## src/rtl/fp_result_queue.sv

```systemverilog
// Circular result queue between the FP multiply-add stage and FP regfile writeback; head visible one cycle after enqueue.
// Backpressure: enqReady drops only when full (a same-cycle dequeue does not free a slot); fflags accumulate on dequeue.
module fp_result_queue #(
  parameter int DEPTH = 4
) (
  input  logic                         clk,
  input  logic                         rst,
  input  logic                         enqValid,
  output logic                         enqReady,
  input  logic [4:0]                   enqRd,
  input  logic [31:0]                  enqResult,
  input  logic [4:0]                   enqFlags,
  output logic                         deqValid,
  input  logic                         deqReady,
  output logic [4:0]                   deqRd,
  output logic [31:0]                  deqResult,
  output logic [4:0]                   deqFlags,
  output logic [4:0]                   accumFlags,
  input  logic                         clearFlags,
  input  logic                         flush,
  output logic [$clog2(DEPTH+1)-1:0]   count
);

  localparam int PW = $clog2(DEPTH);
  localparam int CW = $clog2(DEPTH+1);
  localparam logic [CW-1:0] FULL = CW'(DEPTH);

  typedef struct packed {
    logic [4:0]  rd;
    logic [31:0] result;
    logic [4:0]  flags;
  } entry_t;

  entry_t        mem [DEPTH];
  entry_t        head;
  logic [PW-1:0] rdPtr;
  logic [PW-1:0] wrPtr;
  logic          enqFire;
  logic          deqFire;

  function automatic logic [PW-1:0] nextPtr(input logic [PW-1:0] p);
    return (p == PW'(DEPTH-1)) ? '0 : p + PW'(1);
  endfunction

  // Handshake flags depend only on registered occupancy, never on the opposite side's handshake.
  assign enqReady = (count < FULL);
  assign deqValid = (count != '0);
  assign enqFire  = enqValid && enqReady && !flush;
  assign deqFire  = deqValid && deqReady && !flush;

  assign head      = mem[rdPtr];
  assign deqRd     = head.rd;
  assign deqResult = head.result;
  assign deqFlags  = head.flags;

  // Payload storage is never cleared; count alone decides which slots are live.
  always_ff @(posedge clk) begin
    if (!rst && enqFire) begin
      mem[wrPtr] <= '{rd: enqRd, result: enqResult, flags: enqFlags};
    end
  end

  always_ff @(posedge clk) begin
    if (rst) begin
      count      <= '0;
      rdPtr      <= '0;
      wrPtr      <= '0;
      accumFlags <= '0;
    end else begin
      // A CSR clear lands before the OR of the flags being retired this cycle.
      if (clearFlags) begin
        accumFlags <= deqFire ? deqFlags : 5'd0;
      end else if (deqFire) begin
        accumFlags <= accumFlags | deqFlags;
      end

      if (flush) begin
        count <= '0;
        rdPtr <= '0;
        wrPtr <= '0;
      end else begin
        if (enqFire) wrPtr <= nextPtr(wrPtr);
        if (deqFire) rdPtr <= nextPtr(rdPtr);
        if (enqFire && !deqFire) begin
          count <= count + CW'(1);
        end else if (!enqFire && deqFire) begin
          count <= count - CW'(1);
        end
      end
    end
  end

endmodule

```

## config.mk

```make
export PLATFORM = sky130hd
export DESIGN_NAME = fp_result_queue
export DESIGN_NICKNAME = d
export VERILOG_FILES = /design/src/rtl/fp_result_queue.sv
export SDC_FILE = /design/constraint.sdc
export NUM_CORES = 1
export LEC_CHECK = 0
export ABC_AREA = 0
export CORE_AREA = 4 4 117 119
export DETAILED_ROUTE_END_ITERATION = 10
export DIE_AREA = 0 0 121 123
export DONT_BUFFER_PORTS = 1
export PLACE_DENSITY_LB_ADDON = 0.2
export SLEW_MARGIN = 5
export SYNTH_ARGS = -nofsm -noshare
export SYNTH_HDL_FRONTEND = slang
export SYNTH_SLANG_ARGS = --single-unit
```

## constraint.sdc

```tcl
create_clock -name clk -period 3.5 [get_ports clk]
set_input_delay 0.525 -clock clk [delete_from_list [all_inputs] [get_ports clk]]
set_output_delay 0.525 -clock clk [all_outputs]
set_load 0.005 [all_outputs]
```

==> results.md, run 1 <==
* Outcome: finished clean
* Synth Net Count at 335
* Initial antenna violation count at 0
* PwrDens at 568 nW/µm²
* Max FO, Critical Path at 42
* Routed WL at 10.9 mm
* Worst-path clk slew at 60 ps
* Antenna diode count at 0
* CTS H-tree depth at 4
* Clock skew at 2.79 ps
* Fin. max-slew vios at 0
* Routed WL per cell at 22.8 µm
* Worst Path Buf+Inv at 0
* Final hold violations at 0
* Top delay family on crit path: flip-flops
* Core Rows at 41
* Multi-input gate area at 1320 µm²
* TritonCTS Buffers at 17
* Layout Cell Area excl Fill at 7500 µm²
* Core area at 12,600 µm²
* Worst R2R Setup Slack at 1170 ps
* NumNets Final at 350
* # clock sinks at 182
* Mux share of post-synthesis cell area at 14.9%
* Worst VDD drop at 0.000365 V
* Largest family of logic cells by synthesized area: multiplexers
* Achievable clock frequency at 0.388 GHz
* Tot Pwr at 4.26 mW
* Placed Instances at 448
* GR Util All Layers at 15.9%
* Synth unique cells at 24
* Setup TNS at 0 ps
* R2R Path End: count[2]
* Clock tree from TritonCTS: yes
* Setup bufs post-CTS at 0
* Final setup violation count at 0
* Initial core utilization at 53.9%
* Max cap viols at 0
* Simple-Gate Fraction of Synth Area at 1.74%
* Minimum clock period after layout at 2580 ps
* DRC errors left at 0
* Layout cell share with drive strength beyond 1 at 25.7%
* Synthesis Warnings at 0
* Sequential share of the synthesized area at 78.6%
* Number of fill cells at 899
* Mean number of vias per cell at 5.67
* Worst Path Arrival at 2050 ps
* Area Overhead vs Synth at 10.7%
* Final Non-Filler Cells at 479
* Die area at 14,900 µm²
* RePlAce Congestion at 0.677
* Root Driver: clkbuf_16
* Ports at 100
* RSZ-0062 raised after global routing: false
* Max incr delay on CP at 880 ps
* Synthesized area per cell at 24.2 µm²
* First-pass GRT wire length at 17.0 mm
* Initial drt markers at 147
* Post-CTS Hold Buffers at 0
* Synth Area in Adders at 1.40%
* Post-Syn Instances at 280
* Final antenna-violating net count at 0
* Compound-cell area share of the yosys netlist at 1.05%
* Worst skew pair latency at 410 ps
* Hold depth at 0
* HP Class: input pin to flip-flop
* Critical Path, Cell by Cell: mux4_1
* Xor/xnor share of the synthesized area at 0.259%
* Hold Crit Endpoint: mem[0][9]
* Fin crit share at 73.7%
* Slew Limit Headroom at 44.2%
* Worst hold path startpoint: enqResult[4]
* Critical path's slowest cell: dfxtp_4
* CTS max path bufs at 2
* Die X-Extent at 121 µm
* Leakage at 2.33 nW
* Dpl hpwl at 6.69 mm
* Flop and latch count out of synthesis at 182
* GR Overflow Total at 0
* Dpl cell area at 6950 µm²
* Critical Path Stages at 1
* Die Span Y at 123 µm
* Critical path type: flip-flop to output pin
* Cell Area, Synth at 6770 µm²
* Critical Path Source Type: flip-flop
* CP Data Required Time at 2970 ps
* R2R depth at 8
* CP endpoint kind: output pin
* Largest net degree at the start of global routing at 43
* Via count at 2,717
* Post-CTS sizing at 0
* IO buf count at 0
* DRT Pass-1 Iters at 4
* FF+latch area at 5330 µm²
* Critical R2R Launch: count[2]
* Tightest Pin Transition at 837 ps
* Vias in the first global route at 2,945
worst max-delay path by stage:
stage | endpoint | start | slack [ps]
2_1_floorplan | mem[0][0] | flush | 860
3_3_place_gp | mem[2][35] | flush | 1220
3_5_place_dp | mem[2][32] | flush | 1170
4_1_cts | deqResult[0] | flip-flop | 840
5_1_grt | deqResult[4] | flip-flop | 740
6_report | deqResult[2] | flip-flop | 920
layout by cell type, fill, tap and decap left out, types with 2 or more instances in the layout:
cell / Yosys / routed
edfxtp_1: 168 / 168
mux4_2: 35 / 35
clkbuf_16: 0 / 17
dfxtp_1: 14 / 12
mux4_1: 7 / 7
nor2_1: 7 / 7
ha_1: 6 / 6
a22o_1: 5 / 5
inv_1: 4 / 4
and2_2: 0 / 4
mux2i_1: 4 / 4
clkbuf_1: 0 / 4
clkinv_2: 0 / 4
buf_4: 1 / 4
or3_1: 3 / 3
or2_2: 2 / 2
nor3b_2: 2 / 2
xor2_1: 2 / 2
a21oi_1: 2 / 2
bufinv_16: 0 / 2
clkinvlp_4: 0 / 2
buf_12: 4 / 2
stage by stage:
step	setup WS [ps]	hold WS, ps	util [%]
3_3_place_gp	1220	488	55.3
5_1_grt	735	174	59.7
3_5_place_dp	1170	481	55.3
6_report	922	201	59.7
4_1_cts	838	185	59.7
2_1_floorplan	862	463	-
Yosys cell counts, drive strengths merged:
| master | count | share of area, % |
|---|---|---|
| mux4 | 42 | 14 |
| a21oi | 2 | 0.15 |
| o31ai | 1 | 0.18 |
| ha | 6 | 1.1 |
| inv | 4 | 0.22 |
| nor2 | 8 | 0.48 |
| a22o | 5 | 0.65 |
| mux2i | 4 | 0.59 |
| fa | 1 | 0.30 |
| or3 | 3 | 0.28 |
| nor3b | 2 | 0.37 |
| nand2 | 1 | 0.055 |
| xor2 | 2 | 0.26 |
| or2 | 2 | 0.18 |
| edfxtp | 168 | 74 |
| and2 | 4 | 0.37 |
| o21ai | 1 | 0.074 |
| buf | 10 | 1.8 |
| dfxtp | 14 | 4.1 |
metal layers:
metal  vias to the layer above  part of all wire (%)  wire length (µm)  GRT usage [%]
met5                         -                     0                 0              0
met1                      1412                    38              4180           19.4
met3                        22                   7.8               858           6.36
met2                        83                    52              5660           25.3
met4                         0                   2.3               247           7.65
li1                       1200                     -                 -              -
registers in the layout, indices dropped and copies added (netlist names), named ones only:
name,count
accumFlags,5
mem,168
wrPtr,2
count,3
rdPtr,2
cells by family (layout without fill, tap and decap cells):
kind of cell	count (synthesis)	count (layout)
buf+inv	14	41
compound gates	9	9
flops	182	182
simple gates	20	20
mux	46	46
xor+xnor	2	2
fa+ha+maj	7	7
area by class of cell:
cell class,count,area share [%]
multi-input cells,84,17.6
repair buffers,6,0.935
clock buffers,21,5.87
flip-flops and latches,182,71.1
inverters,4,0.200
well taps,172,2.87
clock inverters,10,1.44
power breakdown:
group,leakage (nW),internal [mW],switching [mW]
Clock,0.264,1.04,0.717
Combinational,0.432,0.0437,0.0417
Sequential,1.63,2.40,0.0175
(Power assumes the default switching activity.)
==> run 2: changes to the inputs <==
==> constraint.sdc (replaced) <==
create_clock -name clk -period 2.6 [get_ports clk]
set_input_delay 0.39 -clock clk [delete_from_list [all_inputs] [get_ports clk]]
set_output_delay 0.39 -clock clk [all_outputs]
set_load 0.005 [all_outputs]
==> results.md, run 2 (synthesis results as in run 1) <==
* Clk network pwr share at 42.4% (+1.2 points)
* Max cap viols at 0 (unchanged)
* Tightest Pin Transition at 568 ps (-270 ps)
* Initial drt markers at 199 (+35%)
* Worst Path Arrival at 2750 ps (+700 ps)
* RSZ-0062 raised after global routing: false
* Comb pwr share at 2.2% (+0.2 points)
* Internal power at 4.71 mW (+35%)
* Worst VDD drop at 0.000410 V (+12%)
* Core Rows at 41 (unchanged)
* Tot Pwr at 5.85 mW (+37%)
* Worst skew pair latency at 430 ps (+20 ps)
* Worst hold path startpoint: enqResult[2]
* Final hold violations at 0 (unchanged)
* TritonCTS Buffers at 17 (unchanged)
* Die Span Y at 123 µm (unchanged)
* Core area at 12,600 µm² (unchanged)
* Routed WL per cell at 23.0 µm (+0.87%)
* Initial antenna violation count at 0 (unchanged)
* CP endpoint kind: flip-flop
* Achievable clock frequency at 0.418 GHz
* DRC errors left at 0 (unchanged)
* WHS at 55.2 ps (-146 ps)
* FF+latch area at 5330 µm² (unchanged)
* Antenna diode count at 0 (unchanged)
* Initial core utilization at 53.9% (unchanged)
* RePlAce Congestion at 0.704 (+4.0%)
* GR Overflow Total at 0 (unchanged)
* Ports at 100 (unchanged)
* Number of fill cells at 899 (unchanged)
* Worst-path clk slew at 70 ps (about the same)
* Leakage at 2.39 nW (+2.5%)
* Root Driver: clkbuf_16
* Clock tree from TritonCTS: yes
* Routed WL at 11.2 mm (+2.3%)
* Biggest regs: mem x168, accumFlags x5, count x3
* Switch share at 19.5% (+1.2 points)
* R2R depth at 8 (unchanged)
* Vias in the first global route at 2,938 (-0.24%)
* NumNets Final at 357 (+2.0%)
* Post-CTS sizing at 0 (unchanged)
* Dpl hpwl at 7.22 mm (+8.0%)
* Outcome: finished clean
* Setup TNS at 0 ps (unchanged)
* Largest net degree at the start of global routing at 26 (-40%)
* Most frequent cells in the layout: 168 x edfxtp_1, 35 x mux4_2, 17 x clkbuf_16, 12 x dfxtp_1, 10 x buf_4
* CTS H-tree depth at 4 (unchanged)
* IO buf count at 0 (unchanged)
* DRT Pass-1 Iters at 4 (unchanged)
* First-pass GRT wire length at 17.1 mm (+0.93%)
* Slew Limit Headroom at 62.0% (+18 points)
* Commonest non-fill, non-tap cell in the layout: edfxtp_1
* Worst R2R Setup Slack at 210 ps (-960 ps)
* Die X-Extent at 121 µm (unchanged)
* Final worst slack at 209 ps (-713 ps)
* Critical path type: flip-flop to flip-flop
* Via count at 2,715 (-0.074%)
* # clock sinks at 182 (unchanged)
* CTS max path bufs at 2 (unchanged)
* Mean number of vias per cell at 5.59 (-1.5%)
* Final antenna-violating net count at 0 (unchanged)
* Max reg flops at 168 (unchanged)
* Layout cell share with drive strength beyond 1 at 28.7% (+2.9 points)
* Fin crit share at 92.0%
* Multi-input gate area at 1320 µm² (unchanged)
* Fin. max-slew vios at 0 (unchanged)
* Hold Crit Endpoint: mem[3][7]
* GR Util All Layers at 16.3% (+0.36 points)
* Area Overhead vs Synth at 12.1%
* Fin util at 60.4% (+0.75 points)
* R2R Path End: count[2]
* Final setup violation count at 0 (unchanged)
* Largest Register: mem
* Worst slack at placement at 248 ps (-924 ps)
* Share of power burned in registers at 55.4% (-1.3 points)
* Critical R2R Launch: count[2]
* Minimum clock period after layout at 2390 ps
* HP Class: input pin to flip-flop
* Post-CTS Hold Buffers at 0 (unchanged)
* PwrDens at 771 nW/µm² (+36%)
* NetSw at 1.14 mW (+47%)
* Setup bufs post-CTS at 0 (unchanged)
* Critical Path Source Type: flip-flop
* Max FO, Critical Path at 8 (-81%)
* Hold depth at 0 (unchanged)
* CP Data Required Time at 2960 ps (about the same)
* Clock skew at 12.2 ps (+9.46 ps)
* Die area at 14,900 µm² (unchanged)
==> run 2: changes by cell type in the layout (fill, tap and decap cells not counted), sizes merged <==
cell,before,now
inv,4,9
buf,6,13
clkinvlp,2,1
clkbuf,21,17
==> run 2: per-stage QoR <==
step,area (µm²),std cells
3_3_place_gp,7010,455
3_5_place_dp,7010,455
6_report,7590,486
4_1_cts,7590,486
2_1_floorplan,6770,280
5_1_grt,7590,486
==> run 2: cell type report <==
cell class / count / share of cell area, %
tap: 172 / 2.84
clock inverter: 14 / 1.99
timing repair buffer: 13 / 1.78
sequential: 182 / 70.2
clock buffer: 17 / 5.60
inverter: 4 / 0.198
multi-input combinational: 84 / 17.4
==> run 2: routing by layer <==
metal	global-route usage [%]	vias to the layer above	part of all wire, %	wire length, µm
li1	-	1215	-	-
met1	18.5	1411	38	4240
met2	26.6	68	52	5860
met3	6.86	21	7.4	833
met4	8.43	0	2.4	272
met5	0	-	0	0
==> run 2: worst max-delay path, cell delays in order (launching register included) <==
cell and delay (ps):
dfxtp_1 400, o31ai_2 480, or2_2 190, ha_1 180
inv_1 60, fa_1 380, xor2_1 160, or3_1 310
a21oi_1 160
==> run 2: worst max path at each step <==
stage,start,to,slack (ps)
final,count[2],count[2],210
after global routing,count[2],count[2],80
after CTS,count[2],count[2],230
after detailed placement,count[2],count[2],250
after global placement,count[2],count[2],340
after floorplan,flush,mem[0][0],100
==> run 2: power by group through the flow <==
stage / clock (mW) / combinational [mW] / sequential [mW]
2_1_floorplan: 0 / 0.109 / 3.30
3_3_place_gp: 0 / 0.130 / 3.31
3_5_place_dp: 0 / 0.131 / 3.31
4_1_cts: 2.53 / 0.132 / 3.24
5_1_grt: 2.66 / 0.139 / 3.25
6_report: 2.48 / 0.128 / 3.24
==> run 3: changes to the inputs <==
--- a/config.mk
+++ b/config.mk
@@ -11,6 +11,7 @@
 export DIE_AREA = 0 0 121 123
 export DONT_BUFFER_PORTS = 1
 export PLACE_DENSITY_LB_ADDON = 0.2
+export RECOVER_POWER = 100
 export SLEW_MARGIN = 5
 export SYNTH_ARGS = -nofsm -noshare
 export SYNTH_HDL_FRONTEND = slang
==> constraint.sdc (replaced) <==
create_clock -name clk -period 2.62 [get_ports clk]
set_input_delay 0.393 -clock clk [delete_from_list [all_inputs] [get_ports clk]]
set_output_delay 0.393 -clock clk [all_outputs]
set_load 0.005 [all_outputs]
==> results.md, run 3 (synthesis results as in run 1) <==
* RePlAce Congestion at 0.727 (+3.3%)
* Post-CTS sizing at 0 (unchanged)
* Largest Register: mem
* Mean number of vias per cell at 5.64 (+1.0%)
* Critical path type: flip-flop to output pin
* DRT Pass-1 Iters at 4 (unchanged)
* Worst slack at placement at 275 ps (+26.9 ps)
* Final hold violations at 0 (unchanged)
* Achievable clock frequency at 0.424 GHz
* Vias in the first global route at 2,974 (+1.2%)
* Core Rows at 41 (unchanged)
* Slew Limit Headroom at 26.1% (-36 points)
* Switch share at 18.0% (-1.5 points)
* Worst-path clk slew at 60 ps (about the same)
* Internal power at 4.95 mW (+5.0%)
* Biggest regs: mem x168, accumFlags x5, count x3
* Initial antenna violation count at 0 (unchanged)
* Routed WL per cell at 23.3 µm (+1.3%)
* PwrDens at 796 nW/µm² (+3.2%)
* Setup bufs post-CTS at 0 (unchanged)
* Most frequent cells in the layout: 168 x edfxtp_1, 35 x mux4_2, 17 x clkbuf_16, 12 x dfxtp_1, 8 x nor2_1
* Clock skew at 12.2 ps (-0.00840 ps)
* Core area at 12,600 µm² (unchanged)
* GR Overflow Total at 0 (unchanged)
* Fin crit share at 90.0%
* Die Span Y at 123 µm (unchanged)
* DRC errors left at 0 (unchanged)
* Post-CTS Hold Buffers at 0 (unchanged)
* Final worst slack at 261 ps (+51.9 ps)
* Worst VDD drop at 0.000448 V (+9.0%)
* CTS H-tree depth at 4 (unchanged)
* Critical Path Source Type: flip-flop
* Clock tree from TritonCTS: yes
* Worst Path Arrival at 1970 ps (-780 ps)
* Via count at 2,737 (+0.81%)
* Leakage at 2.38 nW (-0.37%)
* NetSw at 1.09 mW (-4.6%)
* Tightest Pin Transition at 1110 ps (+541 ps)
* Final antenna-violating net count at 0 (unchanged)
* Initial core utilization at 53.9% (unchanged)
* Ports at 100 (unchanged)
* Setup TNS at 0 ps (unchanged)
* Clk network pwr share at 44.6% (+2.2 points)
* Final setup violation count at 0 (unchanged)
* Max cap viols at 0 (unchanged)
* Share of power burned in registers at 53.3% (-2.1 points)
* Die X-Extent at 121 µm (unchanged)
* Worst skew pair latency at 420 ps (about the same)
* Fin. max-slew vios at 0 (unchanged)
* Routed WL at 11.3 mm (+1.1%)
* Antenna diode count at 0 (unchanged)
* TritonCTS Buffers at 17 (unchanged)
* Comb pwr share at 2.0% (-0.2 points)
* Minimum clock period after layout at 2360 ps
* CP endpoint kind: output pin
* Area Overhead vs Synth at 12.0% (about the same)
* First-pass GRT wire length at 17.2 mm (+0.40%)
* GR Util All Layers at 16.5% (+0.14 points)
* Largest net degree at the start of global routing at 43 (+65%)
* Layout cell share with drive strength beyond 1 at 26.5% (-2.1 points)
* Root Driver: clkbuf_16
* Max FO, Critical Path at 11 (+3)
* HP Class: input pin to flip-flop
* Commonest non-fill, non-tap cell in the layout: edfxtp_1
* Max reg flops at 168 (unchanged)
* # clock sinks at 182 (unchanged)
* IO buf count at 0 (unchanged)
* RSZ-0062 raised after global routing: false
* Initial drt markers at 145 (-27%)
* NumNets Final at 355 (-0.56%)
* CP Data Required Time at 2230 ps (-730 ps)
* Dpl hpwl at 6.91 mm (-4.3%)
* CTS max path bufs at 2 (unchanged)
* Die area at 14,900 µm² (unchanged)
* Outcome: finished clean
run 3: cell count changes in the layout (fill, tap and decap cells not counted), sizes merged:
cell      previous run  this run
buf                 13         2
bufinv               2         5
clkbuf              17        27
clkinv               6         7
clkinvlp             1         2
inv                  9         4
run 3: layout make-up:
cell class | instances | area [µm²]
clock inverter | 14 | 208
multi-input combinational | 84 | 1310
clock buffer | 18 | 429
sequential | 182 | 5330
timing repair buffer | 11 | 81.3
tap | 172 | 215
inverter | 4 | 15.0
fill | 897 | 4980
run 3: final timing paths:
kind / slack (ps) / cells after the start / start / end
worst max-delay path: 260 / 2 / flip-flop / deqResult[0]
worst max register to register: 320 / 8 / count[2] / count[2]
worst min-delay path: 60 / 0 / enqFlags[4] / mem[1][4]
worst min register to register: 510 / 2 / rdPtr[0] / flip-flop
run 3: per-stage QoR:
step	hold slack [ps]	area, µm²	utilization, %	power (mW)	std cells
floorplan	463	6770	-	3.38	280
global placement	492	6990	55.6	3.41	453
detailed placement	492	6990	55.6	3.41	453
CTS	35.2	7620	60.7	6.10	485
global route	31.1	7580	60.3	6.24	485
finish	60.0	7580	60.3	6.03	485
run 3: metal layers:
layer  global-route usage [%]  vias up  share of wire [%]
met3                     7.00       13                7.4
li1                         -     1214                  -
met2                     27.1       77                 53
met4                     8.29        0                1.5
met5                        0        -                  0
met1                     18.5     1433                 38
run 3: power by group through the flow:
stage               combinational [mW]  clock (mW)  sequential [mW]
floorplan                        0.108           0             3.28
global placement                 0.127           0             3.28
detailed placement               0.129           0             3.28
CTS                              0.129        2.75             3.22
global route                     0.135        2.88             3.22
finish                           0.123        2.69             3.22
run 3: worst max-delay path: stages, from the launching register on:
cell and delay, ps:
dfxtp_4 480, clkbuf_2 390, mux4_1 670
